==> config.mk <==
export PLATFORM = sky130hd
export DESIGN_NAME = dma_port_responder
export DESIGN_NICKNAME = d
export VERILOG_FILES = /design/src/rtl/dma_port_responder.sv
export SDC_FILE = /design/constraint.sdc
export NUM_CORES = 1
export LEC_CHECK = 0
export ABC_AREA = 1
export CAP_MARGIN = 20
export CORE_MARGIN = 8
export CORE_UTILIZATION = 45
export DETAILED_ROUTE_END_ITERATION = 8
export PLACE_DENSITY = 0.82
export SYNTH_ARGS = -nofsm -noshare
export SYNTH_HDL_FRONTEND = slang
export SYNTH_SLANG_ARGS = --single-unit
==> constraint.sdc <==
create_clock -name clk -period 2.1 [get_ports clk]
set_clock_uncertainty 0.05 [all_clocks]
set_input_delay 0.42 -clock clk [delete_from_list [all_inputs] [get_ports clk]]
set_output_delay 0.42 -clock clk [all_outputs]
set_load 0.01 [all_outputs]
==> src/rtl/dma_port_responder.sv <==
// rtl/dma_port_responder.sv - memory-side responder for one DMA read port and one DMA write port
module dma_port_responder #(
  parameter int BURST_LEN = 16,
  parameter int PACE      = 3,
  parameter int ADDR_W    = 30,
  parameter int DATA_W    = 16
) (
  input  logic              clk,
  input  logic              rst_n,
  input  logic              reads_en,
  input  logic [ADDR_W-1:0] rd_addr,
  output logic [DATA_W-1:0] ob_data,
  output logic              ob_we,
  input  logic              writes_en,
  input  logic [ADDR_W-1:0] wr_addr,
  input  logic [DATA_W-1:0] ib_data,
  input  logic              ib_valid,
  output logic              ib_re,
  output logic              mem_en,
  output logic              mem_we,
  output logic [ADDR_W-1:0] mem_addr,
  output logic [DATA_W-1:0] mem_wdata,
  input  logic [DATA_W-1:0] mem_rdata,
  output logic              busy
);

  localparam int IW = $clog2(BURST_LEN) + 1;
  localparam int PW = 4;
  localparam logic [PW-1:0] PACE_RELOAD = PW'(PACE - 1);
  localparam logic [IW-1:0] LAST_IDX    = IW'(BURST_LEN - 1);
  localparam logic [IW-1:0] FULL_CNT    = IW'(BURST_LEN);

  typedef enum logic [1:0] {IDLE, RD_BURST, RD_DRAIN, WR_BURST} state_t;

  state_t            state_q, state_d;
  logic              last_wr_q, last_wr_d;   // 1 = last grant went to the write port
  logic [ADDR_W-1:0] base_q, base_d;
  logic [IW-1:0]     idx_q, idx_d;           // reads issued / words accepted
  logic [IW-1:0]     wcnt_q, wcnt_d;         // memory writes done
  logic [PW-1:0]     pace_q, pace_d;         // 0 = expired
  logic              rd_v_q, rd_v_d;         // mem_rdata valid this cycle
  logic              ob_we_q, ob_we_d;
  logic [DATA_W-1:0] ob_data_q, ob_data_d;
  logic              wr_pend_q, wr_pend_d;   // captured word to write this cycle
  logic [DATA_W-1:0] wbuf_q, wbuf_d;

  assign ob_we   = ob_we_q;
  assign ob_data = ob_data_q;
  assign busy    = (state_q != IDLE);

  // Arbitration, burst sequencing, memory strobes and inbound pops
  always_comb begin
    state_d   = state_q;
    last_wr_d = last_wr_q;
    base_d    = base_q;
    idx_d     = idx_q;
    wcnt_d    = wcnt_q;
    pace_d    = pace_q;
    rd_v_d    = 1'b0;
    wr_pend_d = 1'b0;
    wbuf_d    = wbuf_q;
    ob_we_d   = rd_v_q;
    ob_data_d = rd_v_q ? mem_rdata : ob_data_q;
    mem_en    = 1'b0;
    mem_we    = 1'b0;
    mem_addr  = '0;
    mem_wdata = '0;
    ib_re     = 1'b0;
    case (state_q)
      IDLE: begin
        idx_d  = '0;
        wcnt_d = '0;
        pace_d = '0;
        if (reads_en && (!writes_en || last_wr_q)) begin
          state_d   = RD_BURST;
          last_wr_d = 1'b0;
          base_d    = rd_addr;
        end else if (writes_en) begin
          state_d   = WR_BURST;
          last_wr_d = 1'b1;
          base_d    = wr_addr;
        end
      end
      RD_BURST: begin
        if (pace_q == '0) begin
          mem_en   = 1'b1;
          mem_addr = base_q + ADDR_W'(idx_q);
          rd_v_d   = 1'b1;
          pace_d   = PACE_RELOAD;
          if (idx_q == LAST_IDX) state_d = RD_DRAIN;
          else                   idx_d   = idx_q + IW'(1);
        end else begin
          pace_d = pace_q - PW'(1);
        end
      end
      RD_DRAIN: begin
        // Leave once the final word is on ob_data and nothing is still in flight
        if (ob_we_q && !rd_v_q) state_d = IDLE;
      end
      WR_BURST: begin
        if (wr_pend_q) begin
          mem_en    = 1'b1;
          mem_we    = 1'b1;
          mem_addr  = base_q + ADDR_W'(wcnt_q);
          mem_wdata = wbuf_q;
          wcnt_d    = wcnt_q + IW'(1);
          if (wcnt_q == LAST_IDX) state_d = IDLE;
        end
        if (pace_q != '0) begin
          pace_d = pace_q - PW'(1);
        end else if (ib_valid && idx_q != FULL_CNT) begin
          ib_re     = 1'b1;
          wbuf_d    = ib_data;
          wr_pend_d = 1'b1;
          idx_d     = idx_q + IW'(1);
          pace_d    = PACE_RELOAD;
        end
      end
      default: state_d = IDLE;
    endcase
  end

  // State and datapath registers; reset abandons any burst in progress
  always_ff @(posedge clk or negedge rst_n) begin
    if (!rst_n) begin
      state_q   <= IDLE;
      last_wr_q <= 1'b1;
      base_q    <= '0;
      idx_q     <= '0;
      wcnt_q    <= '0;
      pace_q    <= '0;
      rd_v_q    <= 1'b0;
      ob_we_q   <= 1'b0;
      ob_data_q <= '0;
      wr_pend_q <= 1'b0;
      wbuf_q    <= '0;
    end else begin
      state_q   <= state_d;
      last_wr_q <= last_wr_d;
      base_q    <= base_d;
      idx_q     <= idx_d;
      wcnt_q    <= wcnt_d;
      pace_q    <= pace_d;
      rd_v_q    <= rd_v_d;
      ob_we_q   <= ob_we_d;
      ob_data_q <= ob_data_d;
      wr_pend_q <= wr_pend_d;
      wbuf_q    <= wbuf_d;
    end
  end

endmodule

==> results.md, run 1 <==
* I/O Buffers at 163
* Clock transition at path regs at 0.07 ns
* CTS Buffer Depth at 2
* Area share of xor/xnor cells in the synthesized design at 0.432%
* Mapped Area at 0.00608 mm2
* FP Rows at 42
* Crit path max-delay family: buffers and inverters
* DRT Wirelength at 25800 um
* Largest net degree at the start of global routing at 39
* CP max-delay cell: dfrtp_2
* 1st-iter DRT viols at 595
* Power per cell area at around 1100 mW/mm2
* Ant diodes at 0
* Initial Util at 45.9%
* Fin. Hold Viols at 0
* Slew @ Worst Pin at 0.438 ns
* Num CTS Buffers at 9
* Count of pins over their slew limit at 0
* Worst EP required at 1.63 ns
* Initial antenna violation count at 0
* DP HPWL at 16900 um
* First-pass GRT wire length at 38600 um
* Via density at 5.63
* Fmax at 0.364 GHz
* H-tree depth at 3
* Worst path max stage delay at 0.46 ns
* Clk_lat worst skew at 0.34 ns
* Clock root cell: clkbuf_16
* Status: complete, but fails checks
* Max-slew headroom at between 70% and 80%
* # IOs at between 150 and 200
* Drt drc at 0
* Mux share of post-synthesis cell area at 0%
* Placement Setup Slack at -0.656 ns
* Total grt overflow at 0
* Max Cap Violations at 0
* FILL cells at ~900
* Final setup violation count at 30
* Crit path kind: flop to output pin
* Final non-filler cell total at roughly 1400
* Tcrit/Tclk final at 131%
* VDD IR-drop max at 0.763 mV
* Seq/Total Area, Yosys at between 30% and 40%
* Post-route setup slack at -0.647 ns
* Most common cell on crit path: buf_4
* Failing checks: negative setup slack
* Crit-path cells: ha_4, buf_6, buf_4, nand3_4, nand3_4, buf_4, buf_4, and2_4, o22ai_2, buf_2
* Compound-Gate Fraction of Synth Area at 8.11%
* Total GRT Usage at 27.0%
* Synthesized flop and latch total at 82
* Pre-antenna DRT Iters at 9
* Critical Path AT at 2.28 ns
* TritonCTS clock tree: done
* Worst setup EP type: output pin
* Post-DR wirelength/cell at 18.5 um
* Yosys Warn Count at 0
* Buf/Inv on CP at 5
* DIE WIDTH at 132 um
* Clk sinks at 82
* RSZ-0062 raised after global routing: true
* Vias in the first global route at 7654
* Yosys cell types at 40
* Cells after synthesis at ~900
* Die Span Y at 132 um
* Placeable Area at between 0.01 and 0.015 mm2
* Worst setup SP type: flop
* Die ar. at 0.0175 mm2
* Final net count at 1329
* Dpl cells at 1339
* Simple-gate share of the synthesized area at 45.8%
* Pleak at approximately 4.9 nW
* Largest family of logic cells by synthesized area: simple AND/OR/NAND/NOR gates
* Area growth, synth to finish at 66.6%
* CP max FO at 5
* Post-route ant nets at 0
* Share of cells above drive strength 1 at 34.1%
* Syn nets at 1031
* Tmin final at 2.75 ns
* Vias at 7850
* Avg Synthesized Cell Area at 6.65 um2
* Worst min path class: flop to flop
* GPL Wtd Cong at between 0.9 and 1
* Adder-cell share of the synthesized area at 4.16%
[what timing repair did]
action	CTS	global route
setup buffers	24	14
gates cloned	3	0
hold buffers	1	0
pin swaps	44	57
setup endpoints to repair	50	38
endpoints found under the hold margin	23	0
resized for setup	292	95
[logic make-up (layout without fill, tap and decap cells)]
| family | after synthesis | in the layout |
|---|---|---|
| AND/OR/NAND/NOR | 615 | 618 |
| XOR/XNOR | 3 | 3 |
| flip-flops | 82 | 82 |
| adder cells (fa/ha/maj) | 19 | 19 |
| buffers and inverters | 113 | 413 |
| AO/OA/AOI/OAI | 83 | 83 |
[routing by layer]
layer	wire length, um	track usage [%]	vias to the layer above	share of wire (%)
li1	-	-	3577	-
met1	9230	30.1	3651	36
met2	12400	45.0	488	48
met3	2910	8.31	134	11
met4	1310	15.1	0	5.1
met5	0	0	-	0
[sequential cells by signal, summed over array words and instances (netlist names)]
signal     count
ob_we          1
wbuf_q        16
last_wr_q      1
idx_q          5
base_q        30
state_q        2
ob_we_d        1
pace_q         4
wr_pend_q      1
wcnt_q         5
ob_data       16
[synthesized netlist by cell type, drive strengths merged]
master   number  share of area (%)
nand2       343                 23
nor2        111                9.0
nand3       102                8.6
inv          82                5.1
dfrtp        81                 33
nor3         38                3.3
o21ai        31                2.7
o22ai        25                2.6
buf          19                1.9
ha           17                3.5
nand4        13                1.3
a21oi        12               0.99
clkbuf       11               0.68
a211oi        9                1.1
nand3b        3               0.37
or2           3               0.31
xor2          3               0.43
fa            2               0.66
a22o          1               0.14
a22oi         1               0.12
a31oi         1               0.10
and2          1               0.10
and3          1               0.10
clkinv        1              0.062
dfstp         1               0.43
o2111ai       1               0.14
o211ai        1               0.12
o31ai         1               0.12
[layout make-up]
cell class / count / area, um2 / share of cell area [%]
Sequential cell: 82 / 2070 / 20.4
Clock buffer: 10 / 239 / 2.36
Multi-Input combinational cell: 723 / 4360 / 43.1
Tap cell: 176 / 220 / 2.17
Timing Repair Buffer: 314 / 2830 / 27.9
Inverter: 83 / 334 / 3.30
Clock inverter: 6 / 81.3 / 0.803
[worst register-to-register path, stage by stage, from the launching register on]
cell	delay, ns
dfrtp_2	0.44
buf_4	0.18
nor2_2	0.16
o21ai_2	0.08
buf_4	0.16
inv_2	0.33
nor2_1	0.14
nor3_1	0.39
[power breakdown]
part,leakage (nW),switching [mW],internal (mW)
logic,3.76,3.33,3.12
clock network,0.159,0.729,0.984
registers,1.00,0.824,2.30
total,4.92,4.88,6.40
[stage by stage]
stage | area, um2 | hold slack, ns | setup TNS, ns | util (%) | power, mW
after floorplan | 6110 | 0.0744 | -0.0220 | - | 5.33
after global placement | 8760 | 0.301 | -15.14 | 66.1 | 7.84
after detailed placement | 8760 | 0.304 | -16.58 | 66.1 | 8.01
after CTS | 9700 | 0.429 | -12.02 | 73.2 | 10.5
after global routing | 10100 | 0.447 | -16.75 | 76.5 | 11.9
final | 10100 | 0.423 | -14.32 | 76.5 | 11.3
[cells in the final DEF, fill, tap and decap left out, types with 21 or more instances in the layout]
cell type          n
nand2_1          267
inv_2             21
nor3_1            37
buf_2             23
nand2_2           46
buf_6             29
o22ai_1           23
nand3_1           71
clkdlybuf4s50_1  112
nand2_4           28
nor2_1            78
dfrtp_1           70
inv_1             55
buf_4            122
nand3_2           21
[final timing paths]
path	startpoint	to	slack, ns	cells past startpoint
setup / recovery	base_q[3]	mem_addr[4]	-0.65	10
hold / removal	ob_data[4]	ob_data[4]	0.42	2
setup reg to reg	state_q[0]	base_q[2]	0.03	7
hold reg to reg	ob_data[4]	ob_data[4]	0.42	2
max in group asynchronous	rst_n	last_wr_q	0.84	3
min in group asynchronous	rst_n	wbuf_q[10]	0.48	2
Note: power is estimated with default switching activity, not from simulation.
==> run 2, diff against run 1 <==
SLEW_MARGIN = 0   (was default)
==> results of run 2 <==
Same layout as run 1: the final DEF is identical, and so are final timing and power.
==> run 3, diff against run 2 <==
MAX_ROUTING_LAYER = met4   (was default)
==> run 3 against run 2 <==
  * The run still ends with negative setup slack left
  * Via count rose by 1.3%
  * Final area is 0.64% higher
  * First-iteration DRC count increased by 23%
  * Sequential power shrank 2%
  * Critical path depth grew 1
  * Setup slack gained 0.020 ns
  * Non-clock buffer count grew 18
  * Clock power is 9% lower
==> results.md, run 3 (synthesis gave the netlist of run 1 again) <==
* Status: complete, but fails checks
* Failing checks: negative setup slack
* Clock transition at path regs at 0.07 ns
* GPL Wtd Cong at between 0.9 and 1
* RSZ-0062 raised after global routing: true
* Worst R2R Setup Slack at 0 ns
* Pleak at 4.99 nW
* Most common cell after layout, fill and taps aside: nand2_1
* Clock root cell: clkbuf_16
* FILL cells at 880
* Vias in the first global route at roughly 7700
* VDD IR-drop max at 0.738 mV
* Placeable Area at 0.0132 mm2
* Initial antenna violation count at 0
* CP max-delay cell: dfrtp_2
* Post-route ant nets at 0
* TritonCTS clock tree: done
* Num CTS Buffers at 9
* Clk sinks at 82
* Largest net degree at the start of global routing at 49
* Tmin final at 2.73 ns
* Drt drc at 0
* Fmax at 0.367 GHz
* Area of the multi-input gates at around 0.0044 mm2
* Area growth, synth to finish at 67.7%
* Worst path max stage delay at 0.45 ns
* Die ar. at between 0.015 and 0.02 mm2
* Die Span Y at approximately 130 um
* DP Area at 0.00877 mm2
* DIE WIDTH at 132 um
* Buf/Inv on CP at 3
* Share of cells above drive strength 1 at 35.9%
* Final setup violation count at 30
* Total power at 11.3 mW
* CP max FO at 6
* Vias at 7952
* Post-route setup slack at -0.626 ns
* Power per cell area at 1110 mW/mm2
* Final net count at 1346
* Most common cell on crit path: nand2_1
* Worst min path class: flop to flop
* # IOs at around 160
* Seq. cell area at 0.00206 mm2
* CTS Buffer Depth at 2
* H-tree depth at 3
* Worst setup EP type: output pin
* Fin. Hold Viols at 0
* 1st-iter DRT viols at 734
* Tcrit/Tclk final at 130%
* Total grt overflow at 0
* Most frequent cells in the layout: nand2_1, buf_4, clkdlybuf4s50_1
* Critical Path AT at 2.26 ns
* Count of pins over their slew limit at 0
* Post-DR wirelength/cell at 18.4 um
* Max Cap Violations at 0
* I/O Buffers at around 160
* Largest register FFs at 30
* Worst flop-to-flop path startpoint: idx_q[1]
* Ant diodes at 0
* Hold Path Cell Cnt at 2
* Total GRT Usage at between 20% and 30%
* Max-slew headroom at 69.9%
* Setup TNS at -14.01 ns
* Largest register by flop count: base_q
* FF-to-FF path depth at 13
* Clk_lat worst skew at around 0.34 ns
* Worst EP required at around 1.6 ns
* DP HPWL at between 15000 and 20000 um
* Placement Setup Slack at -0.664 ns
* Via density at between 5 and 6
* Worst Hold Launch: ob_data[0]
* DRT Wirelength at between 20000 and 30000 um
* Pre-antenna DRT Iters at 5
* Area of all placed cells without fillers at 0.0102 mm2
* Slew @ Worst Pin at 0.451 ns
* Crit-path cells: buf_12, ha_4, inv_2, nand2_4, nand2_4, o21ai_4, nand2_1, nand2_1, nand3_1, nand2_1, buf_2
* Initial Util at 45.9%
* Min Hold Slack at 0.422 ns
* FF-to-FF End: idx_q[4]
* Crit path max-delay family: simple AND/OR/NAND/NOR gates
* Worst setup SP type: flop
* Crit path kind: flop to output pin
* FP Rows at 42
* First-pass GRT wire length at between 30000 and 40000 um
* Hold endpoint: ob_data[0]
[run 3: routing by layer]
metal / up-vias / wire [um] / GRT usage [%] / part of all wire (%)
met5: - / 0 / - / 0
met4: 0 / 1190 / 9.46 / 4.6
met3: 112 / 2680 / 6.75 / 10
met2: 518 / 12200 / 45.0 / 47
met1: 3707 / 9960 / 32.8 / 38
li1: 3615 / - / - / -
[run 3: worst max-delay path by stage]
stage,from,to,slack (ns),cells after the start
2_1_floorplan,wcnt_q[0],mem_addr[8],-0.02,9
3_3_place_gp,base_q[2],mem_addr[14],-0.60,10
3_5_place_dp,base_q[2],mem_addr[14],-0.66,10
4_1_cts,base_q[0],mem_addr[20],-0.60,11
5_1_grt,base_q[0],mem_addr[14],-0.66,13
6_report,base_q[3],mem_addr[14],-0.63,11
[run 3: stage by stage]
step | instances | utilization [%]
floorplan | 915 | -
global placement | 1347 | 66.2
detailed placement | 1347 | 66.2
CTS | 1402 | 73.4
global route | 1411 | 77.0
finish | 1411 | 77.0
[run 3: final cells by class]
class | instances | share of cell area (%)
Multi-Input combinational cell | 722 | 43.0
Timing Repair Buffer | 332 | 28.4
Sequential cell | 82 | 20.2
Inverter | 83 | 3.37
Clock buffer | 9 | 2.21
Tap cell | 176 | 2.16
Clock inverter | 7 | 0.589
[run 3: where the power goes]
group	leakage [nW]	total [mW]	switching [mW]	internal (mW)
Clock	0.131	1.55	0.733	0.821
Sequential	1.01	3.07	0.777	2.29
Combinational	3.86	6.71	3.46	3.25
[run 3: worst min-delay path: stages (launching register included)]
cell and delay, ns:
dfrtp_1 0.34, nand2_1 0.05, nand2_1 0.04
[run 3: repair_timing]
action / CTS / global route
endpoints found under the setup margin: 50 / 39
endpoints found under the hold margin: 34 / 0
pin swaps: 53 / 68
buffers inserted: 37 / 12
gates cloned: 2 / 0
gates resized for setup: 287 / 117
hold buffers: 1 / 0
